[config.mk]
export PLATFORM = sky130hd
export DESIGN_NAME = quote_update_sequencer_flat
export DESIGN_NICKNAME = d
export VERILOG_FILES = /design/src/rtl/quote_update_sequencer_pkg.sv /design/src/rtl/quote_update_sequencer_if.sv /design/src/rtl/quote_update_sequencer_fifo.sv /design/src/rtl/quote_update_sequencer.sv /design/src/flat_wrapper.sv
export SDC_FILE = /design/constraint.sdc
export NUM_CORES = 1
export LEC_CHECK = 0
export ABC_CLOCK_PERIOD_IN_PS = 3700
export CAP_MARGIN = 20
export CORE_MARGIN = 2
export CORE_UTILIZATION = 30
export CTS_CLUSTER_DIAMETER = 200
export DETAILED_ROUTE_END_ITERATION = 12
export GPL_TIMING_DRIVEN = 0
export REMOVE_ABC_BUFFERS = 1
export SETUP_SLACK_MARGIN = 0.5
export SYNTH_ARGS = -nofsm -noshare
export SYNTH_HDL_FRONTEND = slang
export SYNTH_SLANG_ARGS = --single-unit
[constraint.sdc]
create_clock -name clk_100mhz -period 3.7 [get_ports clk_100mhz]
set_input_delay 1.11 -clock clk_100mhz [delete_from_list [all_inputs] [get_ports clk_100mhz]]
set_output_delay 1.11 -clock clk_100mhz [all_outputs]
set_load 0.01 [all_outputs]
[src/rtl/quote_update_sequencer_pkg.sv]
// Shared order-book constants, the book_entry record and the sequencer state enum.
// Used by every file of the quote update sequencer.
package quote_update_sequencer_pkg;

    localparam int STOCK_INDEX     = 2;
    localparam int PRICE_INDEX     = 15;
    localparam int ORDER_INDEX     = 7;
    localparam int QUANTITY_INDEX  = 7;
    localparam int NUM_STOCK_INDEX = 3;

    localparam logic [2:0] ADD_ORDER    = 3'd1;
    localparam logic [2:0] CANCEL_ORDER = 3'd2;

    typedef struct packed {
        logic [PRICE_INDEX:0]    price;
        logic [ORDER_INDEX:0]    order_id;
        logic [QUANTITY_INDEX:0] quantity;
    } book_entry;

    typedef enum logic [2:0] {
        S_IDLE,
        S_POP,
        S_CANCEL,
        S_WAIT_C,
        S_ADD,
        S_WAIT_A
    } seq_state_t;

    // Order ids run 1..all-ones and wrap back to 1; id 0 is reserved.
    function automatic logic [ORDER_INDEX:0] next_order_id(input logic [ORDER_INDEX:0] id);
        return (&id) ? {{ORDER_INDEX{1'b0}}, 1'b1} : id + 1'b1;
    endfunction

endpackage

[src/rtl/quote_update_sequencer_if.sv]
// Update stream and order-book command bus of the quote update sequencer.
// QUOTE_DEDUP_EN adds the dup_count drop counter.
interface quote_update_sequencer_if
    import quote_update_sequencer_pkg::*;
    #(parameter int NUM_STOCKS = 4);

    logic                    upd_valid;
    logic                    upd_ready;
    logic [STOCK_INDEX:0]    upd_stock;
    logic [PRICE_INDEX:0]    upd_price;
    logic [STOCK_INDEX:0]    stock_to_add;
    book_entry               entry;
    logic                    start;
    logic [2:0]              request;
    logic [ORDER_INDEX:0]    order_id;
    logic                    delete;
    logic [QUANTITY_INDEX:0] quantity;
    logic                    book_busy;
    logic [NUM_STOCKS-1:0]   live_mask;
    logic                    idle;
`ifdef QUOTE_DEDUP_EN
    logic [15:0]             dup_count;
`endif

    modport master (
`ifdef QUOTE_DEDUP_EN
        output dup_count,
`endif
        input  upd_valid, upd_stock, upd_price, book_busy,
        output upd_ready, stock_to_add, entry, start, request, order_id,
               delete, quantity, live_mask, idle
    );

    modport slave (
`ifdef QUOTE_DEDUP_EN
        input  dup_count,
`endif
        output upd_valid, upd_stock, upd_price, book_busy,
        input  upd_ready, stock_to_add, entry, start, request, order_id,
               delete, quantity, live_mask, idle
    );

endinterface

[src/rtl/quote_update_sequencer_fifo.sv]
// Synchronous show-ahead FIFO buffering {stock, price} updates.
// The head word is visible on o_rd_data whenever o_empty is low.
module quote_fifo #(
    parameter int WIDTH = 19,
    parameter int DEPTH = 8
) (
    input  logic             clk,
    input  logic             rst_n,
    input  logic             i_wr_en,
    input  logic [WIDTH-1:0] i_wr_data,
    input  logic             i_rd_en,
    output logic [WIDTH-1:0] o_rd_data,
    output logic             o_full,
    output logic             o_empty
);

    localparam int AW = $clog2(DEPTH);

    logic [WIDTH-1:0] r_mem [DEPTH];
    logic [AW:0]      r_wr_ptr;
    logic [AW:0]      r_rd_ptr;
    logic             w_wr;
    logic             w_rd;

    // Extra pointer bit distinguishes full from empty when the addresses match.
    assign o_empty   = (r_wr_ptr == r_rd_ptr);
    assign o_full    = (r_wr_ptr[AW] != r_rd_ptr[AW]) &&
                       (r_wr_ptr[AW-1:0] == r_rd_ptr[AW-1:0]);
    assign w_wr      = i_wr_en && !o_full;
    assign w_rd      = i_rd_en && !o_empty;
    assign o_rd_data = r_mem[r_rd_ptr[AW-1:0]];

    always_ff @(posedge clk) begin
        if (w_wr) begin
            r_mem[r_wr_ptr[AW-1:0]] <= i_wr_data;
        end
    end

    always_ff @(posedge clk or negedge rst_n) begin
        if (!rst_n) begin
            r_wr_ptr <= '0;
            r_rd_ptr <= '0;
        end else begin
            if (w_wr) r_wr_ptr <= r_wr_ptr + 1'b1;
            if (w_rd) r_rd_ptr <= r_rd_ptr + 1'b1;
        end
    end

endmodule

[src/rtl/quote_update_sequencer.sv]
// Turns buffered per-stock quote updates into cancel/add replace sequences for the order book.
// Optional QUOTE_DEDUP_EN drops updates that repeat a stock's live price.
module quote_update_sequencer
    import quote_update_sequencer_pkg::*;
#(
    parameter int NUM_STOCKS = 4,
    parameter int FIFO_DEPTH = 8,
    parameter int ORDER_QTY  = 1
) (
    input  logic                     clk_100mhz,
    input  logic                     rst_n,
    quote_update_sequencer_if.master bus
);

    localparam int SW     = (NUM_STOCKS > 1) ? $clog2(NUM_STOCKS) : 1;
    localparam int FIFO_W = (STOCK_INDEX + 1) + (PRICE_INDEX + 1);
    localparam logic [QUANTITY_INDEX:0] QTY = ORDER_QTY[QUANTITY_INDEX:0];

    seq_state_t              r_state;
    logic [STOCK_INDEX:0]    r_stock;
    logic [PRICE_INDEX:0]    r_price;
    logic [ORDER_INDEX:0]    r_order_ctr;
    logic [ORDER_INDEX:0]    r_live_id [NUM_STOCKS];
    logic [NUM_STOCKS-1:0]   r_live_mask;
    logic                    r_start;
    logic [2:0]              r_request;
    logic [STOCK_INDEX:0]    r_stock_to_add;
    book_entry               r_entry;
    logic [ORDER_INDEX:0]    r_order_id;
    logic                    r_delete;
    logic [QUANTITY_INDEX:0] r_quantity;

    logic [FIFO_W-1:0]       w_head;
    logic                    w_fifo_full;
    logic                    w_fifo_empty;
    logic                    w_pop;
    logic [STOCK_INDEX:0]    w_cur_stock;
    logic [PRICE_INDEX:0]    w_cur_price;
    logic [SW-1:0]           w_idx;
    logic                    w_stock_ok;
    logic                    w_live;
    logic                    w_drop;
    logic                    w_cancel_load;
    logic                    w_add_load;

    quote_fifo #(
        .WIDTH (FIFO_W),
        .DEPTH (FIFO_DEPTH)
    ) u_fifo (
        .clk       (clk_100mhz),
        .rst_n     (rst_n),
        .i_wr_en   (bus.upd_valid),
        .i_wr_data ({bus.upd_stock, bus.upd_price}),
        .i_rd_en   (w_pop),
        .o_rd_data (w_head),
        .o_full    (w_fifo_full),
        .o_empty   (w_fifo_empty)
    );

    assign w_pop = (r_state == S_POP);

    // In POP the decision is made on the FIFO head; later states use the captured copy.
    assign w_cur_stock = w_pop ? w_head[FIFO_W-1:PRICE_INDEX+1] : r_stock;
    assign w_cur_price = w_pop ? w_head[PRICE_INDEX:0]          : r_price;
    assign w_idx       = w_cur_stock[SW-1:0];
    assign w_stock_ok  = (32'(w_cur_stock) < NUM_STOCKS);
    assign w_live      = w_stock_ok && r_live_mask[w_idx];

    assign w_cancel_load = w_pop && w_stock_ok && !w_drop && w_live;
    assign w_add_load    = (w_pop && w_stock_ok && !w_drop && !w_live) ||
                           ((r_state == S_WAIT_C) && !bus.book_busy);

    always_ff @(posedge clk_100mhz or negedge rst_n) begin
        if (!rst_n) begin
            r_state        <= S_IDLE;
            r_stock        <= '0;
            r_price        <= '0;
            r_order_ctr    <= {{ORDER_INDEX{1'b0}}, 1'b1};
            r_start        <= 1'b0;
            r_request      <= ADD_ORDER;
            r_stock_to_add <= '0;
            r_entry        <= '0;
            r_order_id     <= '0;
            r_delete       <= 1'b0;
            r_quantity     <= '0;
        end else begin
            r_start <= 1'b0;
            if (w_pop) begin
                r_stock <= w_cur_stock;
                r_price <= w_cur_price;
            end
            if (w_cancel_load) begin
                r_start        <= 1'b1;
                r_request      <= CANCEL_ORDER;
                r_delete       <= 1'b1;
                r_stock_to_add <= w_cur_stock;
                r_order_id     <= r_live_id[w_idx];
                r_quantity     <= QTY;
            end
            if (w_add_load) begin
                r_start          <= 1'b1;
                r_request        <= ADD_ORDER;
                r_delete         <= 1'b0;
                r_stock_to_add   <= w_cur_stock;
                r_entry.price    <= w_cur_price;
                r_entry.order_id <= r_order_ctr;
                r_entry.quantity <= QTY;
                r_quantity       <= QTY;
                r_order_ctr      <= next_order_id(r_order_ctr);
            end
            case (r_state)
                S_IDLE:   if (!w_fifo_empty) r_state <= S_POP;
                S_POP: begin
                    if (!w_stock_ok || w_drop) r_state <= S_IDLE;
                    else if (w_live)           r_state <= S_CANCEL;
                    else                       r_state <= S_ADD;
                end
                S_CANCEL: r_state <= S_WAIT_C;
                S_WAIT_C: if (!bus.book_busy) r_state <= S_ADD;
                S_ADD:    r_state <= S_WAIT_A;
                S_WAIT_A: if (!bus.book_busy) r_state <= w_fifo_empty ? S_IDLE : S_POP;
                default:  r_state <= S_IDLE;
            endcase
        end
    end

    always_ff @(posedge clk_100mhz or negedge rst_n) begin
        if (!rst_n) begin
            r_live_mask <= '0;
            for (int i = 0; i < NUM_STOCKS; i++) r_live_id[i] <= '0;
        end else if (w_add_load) begin
            r_live_mask[w_idx] <= 1'b1;
            r_live_id[w_idx]   <= r_order_ctr;
        end
    end

`ifdef QUOTE_DEDUP_EN
    logic [PRICE_INDEX:0] r_live_price [NUM_STOCKS];
    logic [15:0]          r_dup_count;

    assign w_drop = w_live && (r_live_price[w_idx] == w_cur_price);

    always_ff @(posedge clk_100mhz or negedge rst_n) begin
        if (!rst_n) begin
            r_dup_count <= '0;
            for (int i = 0; i < NUM_STOCKS; i++) r_live_price[i] <= '0;
        end else begin
            if (w_pop && w_stock_ok && w_drop && !(&r_dup_count)) begin
                r_dup_count <= r_dup_count + 1'b1;
            end
            if (w_add_load) r_live_price[w_idx] <= w_cur_price;
        end
    end

    assign bus.dup_count = r_dup_count;
`else
    assign w_drop = 1'b0;
`endif

    assign bus.upd_ready    = !w_fifo_full;
    assign bus.start        = r_start;
    assign bus.request      = r_request;
    assign bus.stock_to_add = r_stock_to_add;
    assign bus.entry        = r_entry;
    assign bus.order_id     = r_order_id;
    assign bus.delete       = r_delete;
    assign bus.quantity     = r_quantity;
    assign bus.live_mask    = r_live_mask;
    assign bus.idle         = (r_state == S_IDLE) && w_fifo_empty;

endmodule

[src/flat_wrapper.sv]
// flat-port wrapper written by rule: the top's interface ports become plain ports
module quote_update_sequencer_flat import quote_update_sequencer_pkg::*;
#(
    parameter int NUM_STOCKS = 4,
    parameter int FIFO_DEPTH = 8,
    parameter int ORDER_QTY  = 1
)
  (clk_100mhz, rst_n, bus_upd_valid, bus_upd_stock, bus_upd_price, bus_book_busy, bus_upd_ready, bus_stock_to_add, bus_entry, bus_start, bus_request, bus_order_id, bus_delete, bus_quantity, bus_live_mask, bus_idle);
  quote_update_sequencer_if #(.NUM_STOCKS(NUM_STOCKS)) bus_i ();
  input  logic clk_100mhz;
  input  logic rst_n;
  input wire logic [$bits(bus_i.upd_valid)-1:0] bus_upd_valid;
  input wire logic [$bits(bus_i.upd_stock)-1:0] bus_upd_stock;
  input wire logic [$bits(bus_i.upd_price)-1:0] bus_upd_price;
  input wire logic [$bits(bus_i.book_busy)-1:0] bus_book_busy;
  output wire logic [$bits(bus_i.upd_ready)-1:0] bus_upd_ready;
  output wire logic [$bits(bus_i.stock_to_add)-1:0] bus_stock_to_add;
  output wire logic [$bits(bus_i.entry)-1:0] bus_entry;
  output wire logic [$bits(bus_i.start)-1:0] bus_start;
  output wire logic [$bits(bus_i.request)-1:0] bus_request;
  output wire logic [$bits(bus_i.order_id)-1:0] bus_order_id;
  output wire logic [$bits(bus_i.delete)-1:0] bus_delete;
  output wire logic [$bits(bus_i.quantity)-1:0] bus_quantity;
  output wire logic [$bits(bus_i.live_mask)-1:0] bus_live_mask;
  output wire logic [$bits(bus_i.idle)-1:0] bus_idle;
  assign bus_i.upd_valid = bus_upd_valid;
  assign bus_i.upd_stock = bus_upd_stock;
  assign bus_i.upd_price = bus_upd_price;
  assign bus_i.book_busy = bus_book_busy;
  assign bus_upd_ready = bus_i.upd_ready;
  assign bus_stock_to_add = bus_i.stock_to_add;
  assign bus_entry = bus_i.entry;
  assign bus_start = bus_i.start;
  assign bus_request = bus_i.request;
  assign bus_order_id = bus_i.order_id;
  assign bus_delete = bus_i.delete;
  assign bus_quantity = bus_i.quantity;
  assign bus_live_mask = bus_i.live_mask;
  assign bus_idle = bus_i.idle;
  quote_update_sequencer #(.NUM_STOCKS(NUM_STOCKS), .FIFO_DEPTH(FIFO_DEPTH), .ORDER_QTY(ORDER_QTY)) u_core (.clk_100mhz(clk_100mhz), .rst_n(rst_n), .bus(bus_i));
endmodule
After elaboration in Yosys (flattened, before gate mapping)
Memories as Yosys holds them, arrays and structs flattened.
Cells that the tools add are included.
Widths: inputs -> output; s select.
Storage, ports and cells
  register bits after elaboration: 123
  input port bits: 23
  memories kept: 1
  memory bits (writable): 152
  output and inout port bits: 62
  logic and storage cells: 94
Memory list
  u_core.u_fifo.r_mem: depth 8, width 19, read ports 1, clocked after memory_dff 0, write ports 1, line quote_update_sequencer_fifo.sv:19  | logic [WIDTH-1:0] r_mem [DEPTH];
Cells by class
  reductions and logical operators: 20
  bitwise logic cells: 2
  add/sub/neg operators: 3
  multiplexer cells: 32
  magnitude comparators: 5
  eq/ne operators: 11
Operators by type and width (number)
  $mux 8: 6
  $bwmux 32: 1
  $mux 3: 10
  $pmux 3 s6: 1
  $bmux 8 s2: 1
  $demux 8 s2: 1
  $mux 16: 1
  $logic_and 1x1->1: 11
  $mux 1: 9
  $add 4x1->4 const B: 2
  $add 8x1->8 const B: 1
  $reduce_and 8->1: 1
  $eq 3x2->1 const B: 2
  $eq 3x3->1 const B: 2
  $ne 2x2->1 const B: 3
  $eq 4x4->1: 1
  $logic_not 1->1: 4
  $or 4x4->4: 1
  $eq 3x1->1 const B: 1
  $eq 3x3->1: 1
  $ge 3x3->1 const B: 1
  $logic_not 3->1: 1
  $lt 2x3->1 const B: 1
  $lt 3x1->1 const B: 1
  9 further kinds: 9

Longest topological paths before layout
Gate-level depths: netlist of run 1.
  depth in word-level cells: 9
  mapped depth: 11
  gate-level depth less buffers: 7

Modules after synthesis
A second synthesis of run 1 with hierarchy kept.
Unflattened totals
  cells, all modules: 677
  area total of the unflattened synthesis: 11275.8 µm²
By module, submodules not included
  quote_fifo: times used 1, cells each 277, area an instance 6522.5 µm²
  quote_update_sequencer: times used 1, cells each 400, area an instance 4753.3 µm²

Worst setup path before layout of run 1
Ideal clock, no wire load.
  kind: in2reg
  from: input port bus_upd_valid
  to: memory u_core.u_fifo.r_mem[0][0] (enable)
  stages on the path: 4
  required time: 3.281 ns
  library setup time: 0.419 ns
  data arrival time: 2.862 ns
  setup slack: 0.419 ns
  cell sequence: and2_1 -> clkbuf_1 -> nand2b_1 -> nor3_1
Between the ends
  cells in the longest elaborated chain, start to end: 3
Ends and longest elaborated chain
  from (decl): line flat_wrapper.sv:12  | input wire logic [$bits(bus_i.upd_valid)-1:0] bus_upd_valid;
  $logic_and 1x1->1: line quote_update_sequencer_fifo.sv:29  | assign w_wr = i_wr_en && !o_full;
  $mux 1: line quote_update_sequencer_fifo.sv:34  | if (w_wr) begin
  $mux 1 (not written as such): line quote_update_sequencer_fifo.sv:35  | r_mem[r_wr_ptr[AW-1:0]] <= i_wr_data;
  to (decl): line quote_update_sequencer_fifo.sv:19
Every way passes these cells.

Worst setup path after layout of run 1
  from: register u_core.u_fifo.r_rd_ptr[0]
  to: output port bus_idle
Between the ends
  cells in the longest elaborated chain, start to end: 2
Ends and longest elaborated chain
  from (decl): line quote_update_sequencer_fifo.sv:21  | logic [AW:0] r_rd_ptr;
  from (signal assigned): line quote_update_sequencer_fifo.sv:45  | if (w_rd) r_rd_ptr <= r_rd_ptr + 1'b1;
  $eq 4x4->1: line quote_update_sequencer_fifo.sv:26  | assign o_empty = (r_wr_ptr == r_rd_ptr);
  $logic_and 1x1->1: line quote_update_sequencer.sv:169  | assign bus.idle = (r_state == S_IDLE) && w_fifo_empty;
  to (decl): line flat_wrapper.sv:25  | output wire logic [$bits(bus_i.idle)-1:0] bus_idle;
Every way passes these cells.

==> impl_results.md, run 1 <==
* Most frequent cells in the layout: 152 x edfxtp_1, 109 x dfrtp_1, 68 x mux2_2, 66 x clkdlybuf4s50_1, 44 x mux2i_1
* Num CTS Buffers at 26
* Pin count of the biggest net entering global routing at 94
* Overall routing resource usage at 0.118
* Period utilization at 0.859
* Vias in the first global route at 5626
* First-pass GRT wire length at between 30000 and 40000 µm
* Gr ovfl total at 0
* CP max FO at 3
* Worst slack, placed at -80.6 ps
* Avg Inst Size Synth at 16.8 µm²
* Vias per cell at 4.55
* Final wirelength at 21800 µm
* Setup Viol. Count Final at 0
* Min-Delay Path Class: input pin to asynchronous set/reset pin
* Worst-path clk slew at roughly 60 ps
* Post-synthesis register bit count at 266
* FP Rows at 69
* Clock Sinks at 266
* Dpl hpwl at 13400 µm
* Die width at 193 µm
* Post-synth EDFFs at about 150
* Detailed Routing Iterations Pass 1 at 6
* Crit. End Element: output pin
* Critical path required time at 2590 ps
* FILL cells at ~3300
* CTS tree: done
* P&R area growth vs syn at 22.4%
* # diodes at 0
* CP arrival at ~2100 ps
* Final Hold Fails at 0
* Nets at around 760
* IO buf count at 69
* Die Y at just under 200 µm
* Worst rel slew slack at 0.443
* Syn Inst Count at 639
* Clock Tree Root: clkbuf_16
* Clock buffer depth at 3
* Minimum clock period at 3180 ps
* Routed WL per cell at 17.9 µm
* Register area share after synthesis at 0.693
* Type of the worst setup path: flip-flop to output pin
* Final ANT Viol Nets at 0
* Io pins at 85
* Final Slew Violations at 0
* Hold buffer count at CTS at 0
* Initial Utilization at 0.303
* Synth async-reset ratio at 0.429
* RSZ-0062 raised after global routing: true
* DR vias at 5542
* Antenna violations before repair at 2
* Synth warnings at 0
* Clk Latency, worst-skew pair at 530 ps
* Die area at 0.0372 mm²
* Fmax at 315 MHz
* Power per cell area at 817 mW/mm²
* Layout cells sized above 1 at 0.263
* Maxcap violations at 0
* Pleak at 0.00491 µW
* Clk_skew at between 15 and 20 ps
* Post-Synthesis Cell Area at 0.0107 mm²
* First DRT Iteration DRCs at 305
* Count of cell types in the netlist at 45
* Worst-Margin Slew at approximately 830 ps
* Worst vdd ir at about 0.00042 V
* Core region area at ~0.035 mm²
* H-tree levels at 1
* Most common cell after layout, fill and taps aside: edfxtp_1
* Primary FF master, synth: edfxtp_1
* Routability cong. at 0.681
* Final Util at 0.370
* DRC errors left at 0
* CP Launch Type: flip-flop
* Setup ws final at 521 ps
* Outcome: finished, final reports clean
through the flow:
stage                     cells  TNS, ps  hold WS (ps)  power, µW  area, µm²
after floorplan             608   -46280           460       6670      10500
after global placement     1138  -883700           455       7920      11800
after detailed placement   1153     -179           466       8090      12100
after CTS                  1207        0           418      10700      13000
after global routing       1218        0           426      11400      13100
final                      1218        0           442      10700      13100
worst paths after layout:
check | from | to | slack, ps | cells after the start
max reg2reg | u_core.u_fifo.r_rd_ptr[1] | u_core.r_live_id[8] | 570 | 10
max | u_core.u_fifo.r_rd_ptr[0] | bus_idle | 520 | 6
min reg2reg | u_core.bus.order_id[5] | u_core.bus.order_id[5] | 480 | 2
min | rst_n | u_core.bus.entry[11] | 440 | 1
max in group asynchronous | rst_n | u_core.u_fifo.r_rd_ptr[1] | 2490 | 2
min in group clk_100mhz | u_core.bus.order_id[5] | u_core.bus.order_id[5] | 480 | 2
final cells by class:
cell class / count / area, µm² / share of cell area
sequential: 266 / 7430 / 0.567
multi-input combinational: 336 / 3120 / 0.238
timing repair buffer: 101 / 1180 / 0.0901
clock buffer: 38 / 706 / 0.0538
tap: 461 / 577 / 0.0440
clock inverter: 10 / 80.1 / 0.00611
inverter: 6 / 22.5 / 0.00172
metal layers:
layer	GRT usage	vias to the layer above	share of wire
li1	-	2568	-
met1	0.162	2838	0.46
met2	0.195	103	0.48
met3	0.0221	29	0.038
met4	0.0248	4	0.017
met5	0	-	0.0011
logic make-up after synthesis:
family,after synthesis,share of synthesized area
xor+xnor,13,0.0106
buf+inv,51,0.0276
fa+ha+maj,3,0.00350
mux,146,0.183
other cells,1,0.000350
flops,266,0.693
simple gates,105,0.0487
compound gates,54,0.0333
synthesized netlist by cell type (2+ instances only):
cell type	count	share of area
edfxtp_1	152	0.43
dfrtp_1	112	0.26
mux2_2	68	0.071
mux2i_1	44	0.041
nor2_1	34	0.012
mux4_2	33	0.069
nand2_1	29	0.010
a21oi_1	22	0.010
buf_4	19	0.013
buf_2	14	0.0065
o21ai_0	14	0.0065
xor2_1	7	0.0057
and3_1	6	0.0035
inv_1	6	0.0021
nor2b_1	6	0.0035
or2_2	6	0.0035
xnor2_1	6	0.0049
a22o_1	5	0.0041
buf_1	5	0.0018
clkbuf_1	5	0.0018
nor3_1	5	0.0023
a22oi_1	4	0.0028
ha_1	3	0.0035
nand2b_1	3	0.0018
nand3_1	3	0.0014
a211oi_4	2	0.0037
and2_1	2	0.0012
and3b_1	2	0.0016
buf_6	2	0.0021
dfstp_2	2	0.0049
nand3b_1	2	0.0014
nor3_4	2	0.0030
nor3b_1	2	0.0014
worst max-delay path: stages (launching register included):
cell     delay (ps)
dfrtp_4         500
buf_16          140
xor2_1          160
nor3_2          230
inv_2            80
nor4b_4         250
buf_2           170
what timing repair did:
action / 4_1_cts / 5_1_grt
endpoints found under the setup margin: 73 / 10
gates cloned: 0 / 2
gates resized for setup: 13 / 4
buffers inserted: 6 / 9
pin swaps: 3 / 2
power by group:
group | switching, µW | internal [µW] | total, µW
sequential | 373 | 3900 | 4270
clock | 1060 | 1390 | 2450
combinational | 2010 | 1980 | 3990
total | 3440 | 7270 | 10700
registers in the layout (all words and copies together) (netlist names), 2 cells and up:
signal                   cells
u_core.r_stock               3
u_core.bus.stock_to_add      3
u_core.u_fifo.r_mem        152
u_core.u_fifo.r_rd_ptr       4
u_core.r_live_id            32
u_core.bus.request           2
u_core.bus.entry            25
u_core.r_price              16
u_core.u_fifo.r_wr_ptr       4
u_core.bus.order_id          8
u_core.r_state               3
u_core.bus.live_mask         4
u_core.r_order_ctr           8
(Power assumes the default switching activity.)
==> run 2, diff against run 1 <==
- CORE_MARGIN: 2 -> unset
==> run 2 against run 1 <==
Net effect:
- flip-flop and latch count unchanged
- power rose by 2.8%
- final area rose by 1.1%
- sequential share of layout area shrank 0.60 points
- largest power group unchanged
- fmax decreased by 1.6%
- global-route usage grew 0.40 points
- sequential power about the same
- non-clock buffer count grew 6
- critical path depth unchanged
- combinational power about the same
- routed wire length grew 1.3%
==> impl_results.md, run 2 (synthesis results as in run 1) <==
* Outcome: finished, final reports clean
* Vias in the first global route at 5706
* Hold buffer count at CTS at 0
* Crit-path cells: buf_12 > xor2_2 > nor3_2 > inv_2 > nor4b_4 > buf_2
* RSZ-0062 raised after global routing: true
* Worst vdd ir at 0.000459 V
* Core region area at 0.0348 mm²
* CTS tree: done
* H-tree levels at 1
* Worst path buffer plus inverter count at 3
* Critical path required time at 2590 ps
* Pleak at 0.00500 µW
* IO buf count at 69
* Maxcap violations at 0
* Type of the worst setup path: flip-flop to output pin
* Final wirelength at 22100 µm
* Clock buffer depth at 3
* Io pins at 85
* R2R depth at 9
* Worst-Margin Slew at approximately 880 ps
* Detailed Routing Iterations Pass 1 at 4
* Final Slew Violations at 0
* Routed WL per cell at 18.1 µm
* CP startpoint: u_core.u_fifo.r_rd_ptr[0]
* FP Rows at between 60 and 70
* Dpl hpwl at 13900 µm
* Clk_skew at 11.4 ps
* CP max stage delay at 490 ps
* Routability cong. at 0.692
* First-pass GRT wire length at around 34000 µm
* DRC errors left at 0
* Final ANT Viol Nets at 0
* CP arrival at 2120 ps
* Top Family by Delay on Critical Path: simple AND/OR/NAND/NOR gates
* Most frequent cells in the layout: 152 x edfxtp_1, 109 x dfrtp_1, 68 x mux2_2, 66 x clkdlybuf4s50_1, 44 x mux2i_1
* Vias per cell at 4.58
* Period utilization at 0.873
* Die width at ~190 µm
* Worst rel slew slack at 0.410
* Slowest stage cell on the critical path: dfrtp_4
* Die area at 0.0365 mm²
* Reg2reg start: u_core.u_fifo.r_rd_ptr[0]
* Clock Sinks at 266
* WHS at 463 ps
* Worst-path clk slew at around 60 ps
* Fmax at 310 MHz
* Clock Tree Root: clkbuf_16
* Final Hold Fails at 0
* P&R area growth vs syn at 23.7%
* DR vias at approximately 5600
* Num CTS Buffers at 27
* First DRT Iteration DRCs at 223
* R2R setup slack at 640 ps
* Power per cell area at just over 800 mW/mm²
* Crit. End Element: output pin
* Largest register FFs at about 150
* Critical Path Stages at 6
* Placed insts at between 1000 and 1500
* Nets at between 700 and 800
* Min-Delay Path Class: input pin to asynchronous set/reset pin
* Post-Layout Cell Count at about 1200
* Setup Viol. Count Final at 0
* CP Launch Type: flip-flop
* Clk Latency, worst-skew pair at around 540 ps
* Pin count of the biggest net entering global routing at 82
* Antenna violations before repair at 0
* CP max FO at 5
* Most common cell after layout, fill and taps aside: edfxtp_1
* Gr ovfl total at 0
* Minimum clock period at around 3200 ps
* Overall routing resource usage at 0.122
* Initial Utilization at 0.308
* Die Y at 191 µm
* Layout cells sized above 1 at 0.285
* Total power at 11000 µW
[run 2: cell type report]
type | instances | area [µm²]
flip-flops and latches | 266 | 7430
repair buffers | 107 | 1210
multi-input cells | 336 | 3120
clock buffers | 37 | 764
inverters | 6 | 22.5
well taps | 455 | 569
diodes | 1 | 2.50
fillers | 3231 | 21500
clock inverters | 13 | 133
[run 2: what timing repair did]
action	CTS	global route
gates resized for setup	14	4
pin swaps	1	5
buffers inserted	2	17
gates cloned	0	2
endpoints found under the setup margin	92	19
[run 2: worst register-to-register path: stages (launching register included)]
cell     delay (ps)
dfrtp_4         490
buf_12          140
buf_4           190
nor2b_1         190
a22oi_1         340
a21oi_1         110
o31ai_1         380
a31o_4          620
o21ai_0         220
a22o_1          260
[run 2: metrics by stage]
stage	instance area, µm²	TNS [ps]	util	setup slack, ps
6_report	13300	0	0.381	470
2_1_floorplan	10500	-46280	-	-668
4_1_cts	13000	0	0.375	347
5_1_grt	13300	0	0.381	334
3_3_place_gp	11800	-904160	0.338	-3380
3_5_place_dp	12100	-1860	0.348	-148
[run 2: final timing paths]
path | end
setup reg to reg | u_core.r_order_ctr[5]
hold / removal | u_core.bus.entry[11]
min in group clk_100mhz | u_core.bus.entry[0]
max in group asynchronous | u_core.bus.request[0]
setup / recovery | bus_idle
hold reg to reg | u_core.bus.entry[0]
[run 2: power breakdown]
| group | internal, µW | total, µW | switching, µW | leakage (µW) |
|---|---|---|---|---|
| combinational | 2000 | 4000 | 2000 | 0.00178 |
| sequential | 3900 | 4280 | 378 | 0.00277 |
| clock | 1600 | 2740 | 1140 | 0.000449 |
[run 2: layer usage]
layer | up-vias | GRT usage | part of all wire
met3 | 27 | 0.0237 | 0.050
met2 | 116 | 0.200 | 0.48
met5 | - | 0 | 0
met1 | 2864 | 0.167 | 0.46
met4 | 0 | 0.0237 | 0.017
li1 | 2580 | - | -
==> run 3, diff against run 2 <==
- CORE_ASPECT_RATIO: unset -> 0.5
==> run 3 against run 2 <==
Net effect:
- final area decreased by 1.9%
- flip-flop and latch count unchanged
- core utilization decreased by 0.77 points
- count of clock-buffer cells in the layout unchanged
- power decreased by 4.8%
- sequential power about the same
- routed wire length decreased by 4.2%
==> impl_results.md, run 3 (synthesis results as in run 1) <==
* First DRT Iteration DRCs at around 370
* Setup Viol. Count Final at 0
* Fmax at 324 MHz
* Io pins at 85
* Largest register FFs at 152
* CP max FO at 4
* Dpl hpwl at around 14000 µm
* Design Area, Final at 0.0130 mm²
* Top Family by Delay on Critical Path: flip-flops
* Crit-path cells: xor2_1 > nor3_2 > inv_1 > nor4b_2 > buf_2
* Gr ovfl total at 0
* DRC errors left at 0
* Outcome: finished, final reports clean
* Min-Delay Path Class: input pin to asynchronous set/reset pin
* Slowest stage cell on the critical path: dfrtp_4
* DRT met1 WL at 9150 µm
* Minimum clock period at a little over 3000 ps
* Setup ws final at 612 ps
* R2R depth at 9
* Reg-to-reg critical path endpoint: u_core.r_live_id[11]
* Met2 wire len at 10900 µm
* DR vias at 5582
* Vias in the first global route at 5834
* Clock Sinks at 266
* H-tree levels at 1
* Worst slack, placed at -6.90 ps
* Worst path buffer plus inverter count at 2
* Hold buffer count at CTS at 0
* Routability cong. at 0.750
* Top routing layer in use: met4
* Die area at 0.0365 mm²
* Pin count of the biggest net entering global routing at 94
* Die width at 269 µm
* Crit. End Element: output pin
* Clock Tree Root: clkbuf_16
* Pleak at 0.00483 µW
* Clk_skew at 9.56 ps
* Nets at 754
* P&R area growth vs syn at 21.3%
* Final wirelength at 21200 µm
* Worst-Margin Slew at 801 ps
* Met3 wire length at 756 µm
* Dpl cell area at 0.0121 mm²
* Worst vdd ir at ~0.00034 V
* Power per cell area at 807 mW/mm²
* Final Util at 0.373
* Type of the worst setup path: flip-flop to output pin
* Period utilization at 0.835
* First-pass GRT wire length at 33200 µm
* FP Rows at 48
* Clock buffer depth at 3
* CP arrival at between 1500 and 2000 ps
* Die Y at 136 µm
* Most frequent cells in the layout: 152 x edfxtp_1, 109 x dfrtp_1, 68 x mux2_2, 66 x clkdlybuf4s50_1, 44 x mux2i_1
* Final Hold Fails at 0
* CP Launch Type: flip-flop
* Vias per cell at ~4.6
* Core region area at 0.0348 mm²
* Overall routing resource usage at 0.116
* Reg2reg start: u_core.u_fifo.r_rd_ptr[1]
* Worst rel slew slack at 0.466
* Final Slew Violations at 0
* CTS tree: done
* Clk Latency, worst-skew pair at 520 ps
* # diodes at 0
* Final ANT Viol Nets at 0
* IO buf count at 69
* Num CTS Buffers at 26
* Initial Utilization at 0.308
* Layout cells sized above 1 at 0.253
* Antenna violations before repair at 0
* CP max stage delay at roughly 510 ps
* Detailed Routing Iterations Pass 1 at 4
* Maxcap violations at 0
* Critical path required time at around 2600 ps
* Worst-path clk slew at 60 ps
* Most common cell after layout, fill and taps aside: edfxtp_1
* Routed WL per cell at between 15 and 20 µm
* R2R setup slack at 640 ps
* RSZ-0062 raised after global routing: true
* TNS Setup at 0 ps
-- run 3: changes by cell type in the layout (fill, tap and decap cells not counted), moves of 2 or more --
cell / before / now
buf_4: 17 / 3
buf_8: 2 / 4
bufinv_16: 2 / 0
clkbuf_1: 6 / 9
clkbuf_16: 30 / 27
clkbuf_8: 3 / 1
clkinv_1: 1 / 7
clkinv_2: 8 / 4
-- run 3: final cells by class --
cell class	count	area, µm²
Fill cell	3275	21800
Timing Repair Buffer	91	1060
Inverter	6	22.5
Tap cell	475	594
Sequential cell	266	7430
Clock inverter	11	46.3
Clock buffer	37	723
Multi-Input combinational cell	337	3120
-- run 3: what timing repair did --
action | 4_1_cts | 5_1_grt
gates cloned | 0 | 1
buffers inserted | 4 | 2
setup endpoints to repair | 71 | 28
pin swaps | 2 | 5
gates resized for setup | 9 | 6
-- run 3: routing by layer --
metal | vias up | GRT usage
met4 | 0 | 0.0337
met3 | 34 | 0.0225
li1 | 2554 | -
met2 | 95 | 0.207
met5 | - | 0
met1 | 2899 | 0.144
-- run 3: worst reg2reg max path, cell delays in order, from the launching register on --
cell	delay [ps]
dfrtp_4	510
buf_12	190
mux4_2	350
nor2_1	50
a221oi_2	330
mux2_4	520
inv_1	210
a211oi_4	290
buf_12	170
mux2_2	330
-- run 3: worst max-delay path by stage --
stage	slack [ps]	start	end	depth (start not counted)
2_1_floorplan	-670	u_core.r_state[1]	u_core.r_live_id[0]	5
3_3_place_gp	-3000	rst_n	u_core.bus.entry[12]	1
3_5_place_dp	-7	bus_book_busy	u_core.r_order_ctr[5]	6
4_1_cts	430	u_core.u_fifo.r_rd_ptr[2]	bus_idle	5
5_1_grt	470	u_core.u_fifo.r_rd_ptr[1]	u_core.r_live_id[14]	9
6_report	610	u_core.u_fifo.r_rd_ptr[1]	bus_idle	5
-- run 3: report_power, final --
part	internal (µW)	switching, µW	total [µW]
Combinational	1860	1970	3830
Sequential	3900	360	4260
Clock	1350	1040	2400
-- run 3: through the flow --
stage               total power (µW)  std cells  hold slack, ps
floorplan                       6670        608             460
global placement                7850       1152             453
detailed placement              8090       1168             455
CTS                            10600       1220             429
global route                   11100       1223             436
finish                         10500       1223             444
